### src/rtl/axi_lite_arb_pkg.sv
// axi_lite_arb_pkg: shared state encoding and default sizing for the AXI4-Lite master arbiter.
package axi_lite_arb_pkg;
   typedef enum logic [0:0] {IDLE = 1'b0, BUSY = 1'b1} state_t;
   localparam int DEF_NUM_REQ = 4;
   localparam int DEF_TIMEOUT = 16;
   localparam int DEF_CNT_W   = 5;
endpackage

### src/rtl/arb_prio_enc.sv
// arb_prio_enc: combinational highest-set-bit encoder with any_valid flag.
module arb_prio_enc #(
   parameter int NUM_REQ = 4,
   parameter int IDX_W   = $clog2(NUM_REQ)
) (
   input  logic [NUM_REQ-1:0] req,
   output logic [IDX_W-1:0]   idx,
   output logic               any_valid
);
   always_comb begin
      idx = '0;
      for (int i = 0; i < NUM_REQ; i++) if (req[i]) idx = IDX_W'(i);
      any_valid = |req;
   end
endmodule

### src/rtl/axi_lite_master_arbiter.sv
// axi_lite_master_arbiter: registered request arbiter with watchdog release for the shared AXI4-Lite slave.
// Define ROUND_ROBIN_EN to rotate priority so the last served master ranks lowest.
module axi_lite_master_arbiter
   import axi_lite_arb_pkg::*;
#(
   parameter int NUM_REQ = DEF_NUM_REQ,
   parameter int TIMEOUT = DEF_TIMEOUT,
   parameter int CNT_W   = DEF_CNT_W,
   parameter int IDX_W   = $clog2(NUM_REQ)
) (
   input  logic               clk,
   input  logic               rst,
   input  logic [NUM_REQ-1:0] req,
   input  logic               done,
   output logic [NUM_REQ-1:0] grant,
   output logic [IDX_W-1:0]   grant_idx,
   output logic               grant_valid,
   output logic               timeout
);
   localparam logic [0:0] ST_IDLE = 1'(IDLE);
   localparam logic [0:0] ST_BUSY = 1'(BUSY);
   localparam logic [CNT_W-1:0] WD_LAST = CNT_W'(TIMEOUT - 1);

   logic [0:0]       state;
   logic [CNT_W-1:0] wd;
   logic [IDX_W-1:0] enc_idx, win_idx;
   logic             any_req;

`ifdef ROUND_ROBIN_EN
   logic [IDX_W-1:0]   ptr;
   logic [NUM_REQ-1:0] rot;
   logic [IDX_W:0]     sum;
   // rot[j] = req[ptr+j]: top bit is ptr-1, bit 0 is ptr itself (lowest priority)
   always_comb begin
      for (int i = 0; i < NUM_REQ; i++) rot[i] = req[IDX_W'((i + int'(ptr)) % NUM_REQ)];
      sum = {1'b0, enc_idx} + {1'b0, ptr};
      win_idx = (sum >= (IDX_W+1)'(NUM_REQ)) ? IDX_W'(sum - (IDX_W+1)'(NUM_REQ)) : IDX_W'(sum);
   end
   arb_prio_enc #(.NUM_REQ(NUM_REQ), .IDX_W(IDX_W)) u_enc (.req(rot), .idx(enc_idx), .any_valid(any_req));
`else
   assign win_idx = enc_idx;
   arb_prio_enc #(.NUM_REQ(NUM_REQ), .IDX_W(IDX_W)) u_enc (.req(req), .idx(enc_idx), .any_valid(any_req));
`endif

   always_ff @(posedge clk) begin
      if (rst) begin
         state       <= ST_IDLE;
         grant       <= '0;
         grant_idx   <= '0;
         grant_valid <= 1'b0;
         timeout     <= 1'b0;
         wd          <= '0;
`ifdef ROUND_ROBIN_EN
         ptr         <= '0;
`endif
      end else begin
         timeout <= 1'b0;
         if (state == ST_IDLE) begin
            if (any_req) begin
               state       <= ST_BUSY;
               grant       <= NUM_REQ'(1) << win_idx;
               grant_idx   <= win_idx;
               grant_valid <= 1'b1;
               wd          <= '0;
`ifdef ROUND_ROBIN_EN
               ptr         <= win_idx;
`endif
            end
         end else if (done || wd == WD_LAST) begin
            state       <= ST_IDLE;
            grant       <= '0;
            grant_idx   <= '0;
            grant_valid <= 1'b0;
            timeout     <= !done;
            wd          <= '0;
         end else begin
            wd <= wd + 1'b1;
         end
      end
   end
endmodule

### config.mk
export PLATFORM = sky130hd
export DESIGN_NAME = axi_lite_master_arbiter
export DESIGN_NICKNAME = d
export VERILOG_FILES = /design/src/rtl/axi_lite_arb_pkg.sv /design/src/rtl/arb_prio_enc.sv /design/src/rtl/axi_lite_master_arbiter.sv
export SDC_FILE = /design/constraint.sdc
export NUM_CORES = 1
export LEC_CHECK = 0
export CAP_MARGIN = 10
export CORE_MARGIN = 4
export CORE_UTILIZATION = 30
export CTS_CLUSTER_DIAMETER = 200
export DETAILED_ROUTE_END_ITERATION = 12
export PLACE_DENSITY = 0.58
export SLEW_MARGIN = 0
export SYNTH_ARGS = -nofsm -noshare
export SYNTH_HDL_FRONTEND = slang
export SYNTH_SLANG_ARGS = --single-unit
### constraint.sdc
create_clock -name clk -period 4.2 [get_ports clk]
set_input_delay 0.42 -clock clk [delete_from_list [all_inputs] [get_ports clk]]
set_output_delay 0.42 -clock clk [all_outputs]
set_load 0.01 [all_outputs]
# After elaboration in Yosys (flattened, before gate mapping)

Index checks and enable logic that the tools add are counted.

Output and inout bits: 8
Flip-flop bits (word level): 14
Word-level logic and storage cells: 36
Input port bits: 7

Add/subtract/negate cells: 1
Mux-type cells: 18
Reductions and logical operators: 6
Eq/ne operators: 2
Shift operators: 1
Bitwise logic cells: 2

Operator list:

| operator                                                                 | count |
|---|---|
| 5-bit 2-to-1 mux                                                         | 3 |
| 4-bit 2-to-1 mux                                                         | 3 |
| 2-bit 2-to-1 mux                                                         | 5 |
| 1-bit 2-to-1 mux                                                         | 7 |
| 5-bit by 1-bit adder with 5-bit output (second input constant)           | 1 |
| 5-bit by 4-bit == test with 1-bit output (second input constant)         | 1 |
| 4-bit OR reduction                                                       | 1 |
| 1-bit by 2-bit << shifter with 4-bit output (first input constant)       | 1 |
| 3-bit OR reduction                                                       | 1 |
| 2-bit by 1-bit inequality test with 1-bit output (second input constant) | 1 |
| 1-bit inverter                                                           | 2 |
| 2-bit AND reduction                                                      | 1 |
| 2-bit nonzero test                                                       | 1 |
| 1-bit logical NOT                                                        | 1 |
| 1-bit logical OR                                                         | 1 |

# Longest topological paths before layout

Gate-level depths: netlist (run 1).

Word-level depth: 6
Depth in mapped cells: 7
Gate-level depth less buffers: 6

# By module

Synthesis (run 1) repeated with hierarchy kept, for this count alone.

Cell total of the unflattened synthesis: 68
Area total of the unflattened synthesis: 606.8 um^2

By module, submodules not included:

| module                  | times used | cells an instance | sequential area each (um^2) | area each (um^2) |
|---|---|---|---|---|
| axi_lite_master_arbiter | 1          | 64                | 280.3                       | 583.1 |
| arb_prio_enc            | 1          | 4                 | 0.0                         | 23.8 |

# Least setup slack after synthesis (run 1)

No wires, ideal clock.

Path kind: flip-flop to flip-flop
Start point: register wd[0]
End point: register wd[3]
Path buffers: 1
Period minus slack after synthesis: 1.687 ns
Required time: 4.112 ns
Arrival time: 1.599 ns
Stages on the path, launching flop included: 8
Library setup time: 0.088 ns
Setup slack: 2.513 ns
Cells stage by stage: dfxtp_1 > ha_1 > and3_1 > ha_1 > nor3b_2 > buf_4 > a41oi_2 > a311oi_2

Cells in the longest elaborated chain, start to end: 4

Ends and longest elaborated chain:

| element                                                                        | RTL line                      | text |
|---|---|---|
| start, declared                                                                | axi_lite_master_arbiter.sv:25 | `logic [CNT_W-1:0] wd;` |
| start signal, assigned                                                         | axi_lite_master_arbiter.sv:77 | `wd <= wd + 1'b1;` |
| branches (longest 2 deep; another with 5-bit by 1-bit adder with 5-bit output) | -                             |  |
| 5-bit 2-to-1 mux *                                                             | axi_lite_master_arbiter.sv:69 | `end else if (done \|\| wd == WD_LAST) begin` |
| 5-bit 2-to-1 mux *                                                             | axi_lite_master_arbiter.sv:58 | `if (state == ST_IDLE) begin` |

Mark *: on every way between the ends.
A chain may end at the register's enable or synchronous reset.

# Worst setup path after layout (run 1)

Start point: register wd[0]
End point: register wd[2]

The elaborated chain is that of the path after synthesis.

==> results of run 1 <==
==> kinds of logic (layout without fill, tap and decap cells) <==
group | after synthesis | in the layout
AND/OR/NAND/NOR | 24 | 24
AO/OA/AOI/OAI | 21 | 21
flip-flops | 14 | 14
buffers and inverters | 9 | 23
adder cells (fa/ha/maj) | 2 | 2
==> registers in the layout (all words and copies together) (netlist names) <==
| signal | cells |
|---|---|
| wd | 5 |
| grant_idx | 2 |
| state | 1 |
| grant_valid | 1 |
| grant | 4 |
| timeout | 1 |
==> through the flow <==
| stage | setup slack (ns) | utilization [%] | hold slack [ns] |
|---|---|---|---|
| after floorplan | 2.513 | - | 0.4796 |
| final | 2.050 | 41.34 | 0.4574 |
| after detailed placement | 2.040 | 39.54 | 0.4499 |
| after global placement | 2.109 | 39.54 | 0.4506 |
| after global routing | 1.841 | 41.34 | 0.5001 |
| after CTS | 2.031 | 41.34 | 0.4634 |
==> critical path, stage by stage, from the launching register on <==
cell	delay (ns)
dfxtp_1	0.35
ha_1	0.24
and3_1	0.19
ha_1	0.21
nor3b_2	0.54
or2b_1	0.29
a311oi_2	0.24
==> layer usage <==
metal / vias to the layer above / track usage [%]
met4: 0 / 2.429
met1: 250 / 12.64
met5: - / 0
met2: 11 / 15.16
met3: 0 / 5.362
li1: 285 / -
==> area by class of cell <==
class	count	area, sq um	share of cell area (%)
clock buffer	4	36.28	4.341
inverter	5	18.77	2.246
multi-input combinational	47	326.6	39.07
sequential	14	280.3	33.53
tap	27	33.78	4.042
timing repair buffer	14	140.1	16.77
==> synth_stat cells <==
cell type and number:
nor4bb_1 1, buf_2 1, a32oi_1 2, and3_1 1, nand2b_1 5, buf_6 2
o21ai_0 3, ha_1 2, nand3_1 2, or4_1 1, a21o_1 1, nand2_1 4
nor3_2 1, inv_2 1, or2b_1 1, nand2_2 1, nor2_1 4, o32ai_1 3
a41oi_2 1, a311oi_2 2, nor3b_2 1, o21ai_1 1, inv_1 4, buf_4 1
nor4_1 2, a21oi_1 8, dfxtp_1 14
==> power by group <==
| part | leakage, nW | internal [mW] | switching [mW] |
|---|---|---|---|
| registers | 0.115 | 0.138 | 0.00471 |
| logic | 0.160 | 0.0194 | 0.0181 |
| clock network | 0.0210 | 0.0527 | 0.0433 |
==> worst paths after layout <==
| path | startpoint | to | slack (ns) | cells past startpoint |
|---|---|---|---|---|
| worst max register to register | wd[0] | wd[2] | 2.05 | 6 |
| worst min-delay path | grant_valid | grant_valid | 0.46 | 2 |
| worst max-delay path | wd[0] | wd[2] | 2.05 | 6 |
| worst min register to register | grant_valid | grant_valid | 0.46 | 2 |
==> flow_metrics.tcl, run 1 <==
set metrics [dict create \
    synth_seq_cells 14 \
    synth_fa_ha_area_share_pct 3.788 \
    grt_pass1_wl_um 2152 \
    critPathRequiredTime_ns 4.40 \
    cts_max_level 1 \
    nFillCells 212 \
    initial_core_util_pct 32.67 \
    synth_area_sq_um 660.6 \
    synthSimpleGateAreaFrac_pct 21.78 \
    syn-num-nets 79 \
    avgViaCountPerCell 4.919 \
    met2_length_um 578 \
    p_leak_nw 0.2954 \
    dp_cells 107 \
    status "finished clean" \
    numPortBuffers 14 \
    synth_xor_area_share_pct 0 \
    crit_fanout 11 \
    yosys.area.top_type "dfxtp_1" \
    dr_total_vias 546 \
    ant_nets 0 \
    yosys-mux-area-fraction_pct 0 \
    die_h_um 54.93 \
    io_pins 15 \
    finalCritPeriodShare_pct 51.19 \
    ys_warn_count 0 \
    top_layer "met3" \
    finalWirelength_um 1278 \
    worst_slew_pin_slew_ns 0.6297 \
    criticalPathCategory "reg -> reg" \
    grt_pass1_vias 465 \
    dr_wl_met3_um 111 \
    clock-sinks 14 \
    synth-compound-area-share_pct 23.86 \
    min_path_type "reg -> reg" \
    row_count 16 \
    mostFrequentLayoutCells "14 x dfxtp_1, 14 x clkdlybuf4s50_1, 8 x a21oi_1" \
    ir_drop_uv 202.2 \
    drt-wirelength-per-cell_um 11.51 \
    fin_tns_setup_ns 0 \
    dpl_cell_area_sq_um 799.5 \
    wl_met1_um 588 \
    grt_max_degree 19 \
    area_delta_synth_final_pct 26.52 \
    crit_path_start_kind "flop" \
    netlist_instances 70 \
    clk_pin_slew_ns 0.09 \
    synth_top_area_share_pct 42.42 \
    ys_top_cells_by_area "dfxtp_1 42%, a21oi_1 6.1%, nand2b_1 4.7%" \
    cts_resized 0 \
    maxCapViolCount 0 \
    grt-ovfl-total 0 \
    clockRootBuffer "clkbuf_4" \
    tritoncts "built" \
    hold_viol_final 0 \
    postSynthAreaPerCell_sq_um 9.438 \
    relSlewSlack_pct 57.89 \
    seq_area_frac_synth_pct 42.42 \
    hpwl_um 931.3 \
    setup_viol 0 \
    power_per_cell_area_nw_per_um2 330.7 \
    final_cells 111 \
    gp_congestion 0.7099 \
    final_max_slew_viol_count 0 \
    drive_above_1_share_pct 13.10 \
    fin_worst_skew_ns 0.01027 \
    clk_latency_ns 0.28 \
    cts_buffers 3 \
    power.total_mw 0.2764 \
    final_net_count 94 \
    drt_iter0_markers 7 \
    postCtsSetupBuffers 0 \
    core_area_sq_um 2022 \
    synth_top_family_by_area "compound AO/OA/AOI/OAI gates" \
    cts_buffer_depth 2 \
    grt_use_total_pct 10.08 \
    antenna_cells 0 \
    finalInstanceArea_sq_um 835.8 \
    die_w_um 54.93 \
    firstDrtPassIters 2 \
    dieArea_sq_um 3017 \
    remaining_drc_errors 0 \
    cp_data_arrival_time_ns 2.35 \
    netlist-cell-type-count 27 \
    period_needed_ns 2.150 \
    endpoint_kind "flop" \
    fmax_mhz 465.1 \
    antenna_found_initial 0 \
    holdBufCountCts 0 \
    rsz0062_at_grt "false" \
]
(Power assumes the default switching activity.)
==> run 2, diff against run 1 <==
- PLACE_DENSITY: 0.58 -> 0.6
- clock period: 4.2 -> 1.76 ns (I/O delays scaled with it)
==> flow_metrics.tcl, run 2 (same netlist as run 1, synthesis figures left out) <==
set metrics [dict create \
    post-route-util_pct 46.29 \
    tritoncts "built" \
    dr_total_vias 594 \
    relSlewSlack_pct 69.86 \
    gp_congestion 0.7998 \
    cp_data_arrival_time_ns 1.90 \
    finalWirelength_um 1476 \
    reg.largest.list "wd: 5 flops, grant: 4 flops, grant_idx: 2 flops" \
    final_common_cell "clkdlybuf4s50_1" \
    drive_above_1_share_pct 28.13 \
    largest_reg_flops 5 \
    hold_viol_final 0 \
    die_h_um 54.93 \
    drt_iter0_markers 9 \
    clockRootBuffer "clkbuf_4" \
    fin_tns_setup_ns 0 \
    r2r_slack_ns 0.07 \
    clock-sinks 14 \
    crit_path_start_kind "flop" \
    hpwl_um 1116 \
    die_w_um 54.93 \
    wl_met1_um 742 \
    final_net_count 106 \
    multi_input_comb_area_sq_um 335.3 \
    mostFrequentLayoutCells "14 x clkdlybuf4s50_1, 13 x dfxtp_1, 12 x buf_4" \
    switching_share_pct 24.64 \
    status "finished clean" \
    remaining_drc_errors 0 \
    grt_max_degree 12 \
    final_cells 123 \
    cts_buffer_depth 2 \
    clk_pin_slew_ns 0.09 \
    ant_nets 0 \
    numPortBuffers 14 \
    grt-ovfl-total 0 \
    antenna_found_initial 0 \
    grt_pass1_wl_um 2539 \
    p_int_mw 0.5177 \
    finalCritPeriodShare_pct 96.19 \
    io_pins 15 \
    cts_buffers 3 \
    power.total_mw 0.6869 \
    setup_viol 0 \
    antenna_cells 0 \
    dieArea_sq_um 3017 \
    worst_slew_pin_slew_ns 0.4504 \
    area_delta_synth_final_pct 41.67 \
    critPathRequiredTime_ns 1.96 \
    dp_cells 117 \
    dr_wl_met3_um 42 \
    initial_core_util_pct 32.67 \
    clk_latency_ns 0.28 \
    min_path_type "reg -> reg" \
    fmax_mhz 590.7 \
    firstDrtPassIters 4 \
    power_per_cell_area_nw_per_um2 734.0 \
    pwr-share-comb_pct 16.3 \
    grt_use_total_pct 11.91 \
    power.net_switching_mw 0.1693 \
    p_leak_nw 0.3546 \
    rsz0062_at_grt "true" \
    clockPowerShare_pct 34.1 \
    endpoint_kind "flop" \
    final_max_slew_viol_count 0 \
    maxCapViolCount 0 \
    row_count 16 \
    criticalPathCategory "reg -> reg" \
    ir_drop_uv 396.7 \
    avgViaCountPerCell 4.829 \
    met2_length_um 672 \
    drt-wirelength-per-cell_um 12.00 \
    grt_pass1_vias 565 \
    nFillCells 207 \
    top_register "wd" \
    register_area_sq_um 281.5 \
    cts_max_level 1 \
    period_needed_ns 1.693 \
    top_layer "met4" \
    pwr-share-seq_pct 49.6 \
    core_area_sq_um 2022 \
    fin_worst_skew_ns 0.004847 \
    crit_fanout 3 \
]
==> run 2: area by class of cell <==
cell class              count  area share [%]
repair buffers             26           24.60
multi-input cells          47           35.83
clock buffers               4           3.877
inverters                   5           2.005
flip-flops and latches     14           30.08
well taps                  27           3.610
==> run 2: what timing repair did <==
action / 4_1_cts / 5_1_grt
setup endpoints to repair: 1 / 6
gates cloned: 0 / 0
hold buffers: 0 / 0
buffers inserted: 2 / 0
pin swaps: 1 / 3
resized for setup: 0 / 4
==> run 2: through the flow <==
step	hold slack, ns	setup slack (ns)	cell area, sq um
floorplan	0.2517	0.07321	660.6
global placement	0.4433	0.06356	874.6
detailed placement	0.4582	-0.01796	874.6
CTS	0.4716	0.001632	925.9
global route	0.4954	-0.01415	935.9
finish	0.4665	0.06713	935.9
==> run 2: power by group through the flow <==
| stage | Combinational, mW | Sequential, mW | Clock (mW) |
|---|---|---|---|
| 2_1_floorplan | 0.0515 | 0.349 | 0 |
| 4_1_cts | 0.111 | 0.341 | 0.244 |
| 5_1_grt | 0.124 | 0.343 | 0.263 |
| 3_5_place_dp | 0.106 | 0.348 | 0 |
| 6_report | 0.112 | 0.341 | 0.234 |
| 3_3_place_gp | 0.106 | 0.348 | 0 |
==> run 2: worst paths after layout <==
| path | from | to | cells past startpoint |
|---|---|---|---|
| worst max-delay path | wd[0] | wd[2] | 6 |
| worst min-delay path | grant_valid | grant_valid | 2 |
| worst max register to register | wd[0] | wd[2] | 6 |
| worst min register to register | grant_valid | grant_valid | 2 |
==> run 2: critical path: stages (launching register included) <==
cell and delay, ns:
dfxtp_2 0.33, ha_2 0.18, and3_1 0.18, ha_2 0.19, nor3b_2 0.22, or2b_1 0.26
a311oi_2 0.24
==> run 2: routing by layer <==
layer  up-vias  global-route usage [%]
met4         0                   8.502
met3         2                   1.877
met2         7                   16.14
met1       272                   16.83
met5         -                       0
li1        313                       -
==> run 3, diff against run 2 <==
- GPL_ROUTABILITY_DRIVEN: not set -> 0
==> results of run 3 <==
Same layout as run 2: the final DEF is identical, and so are final timing and power.
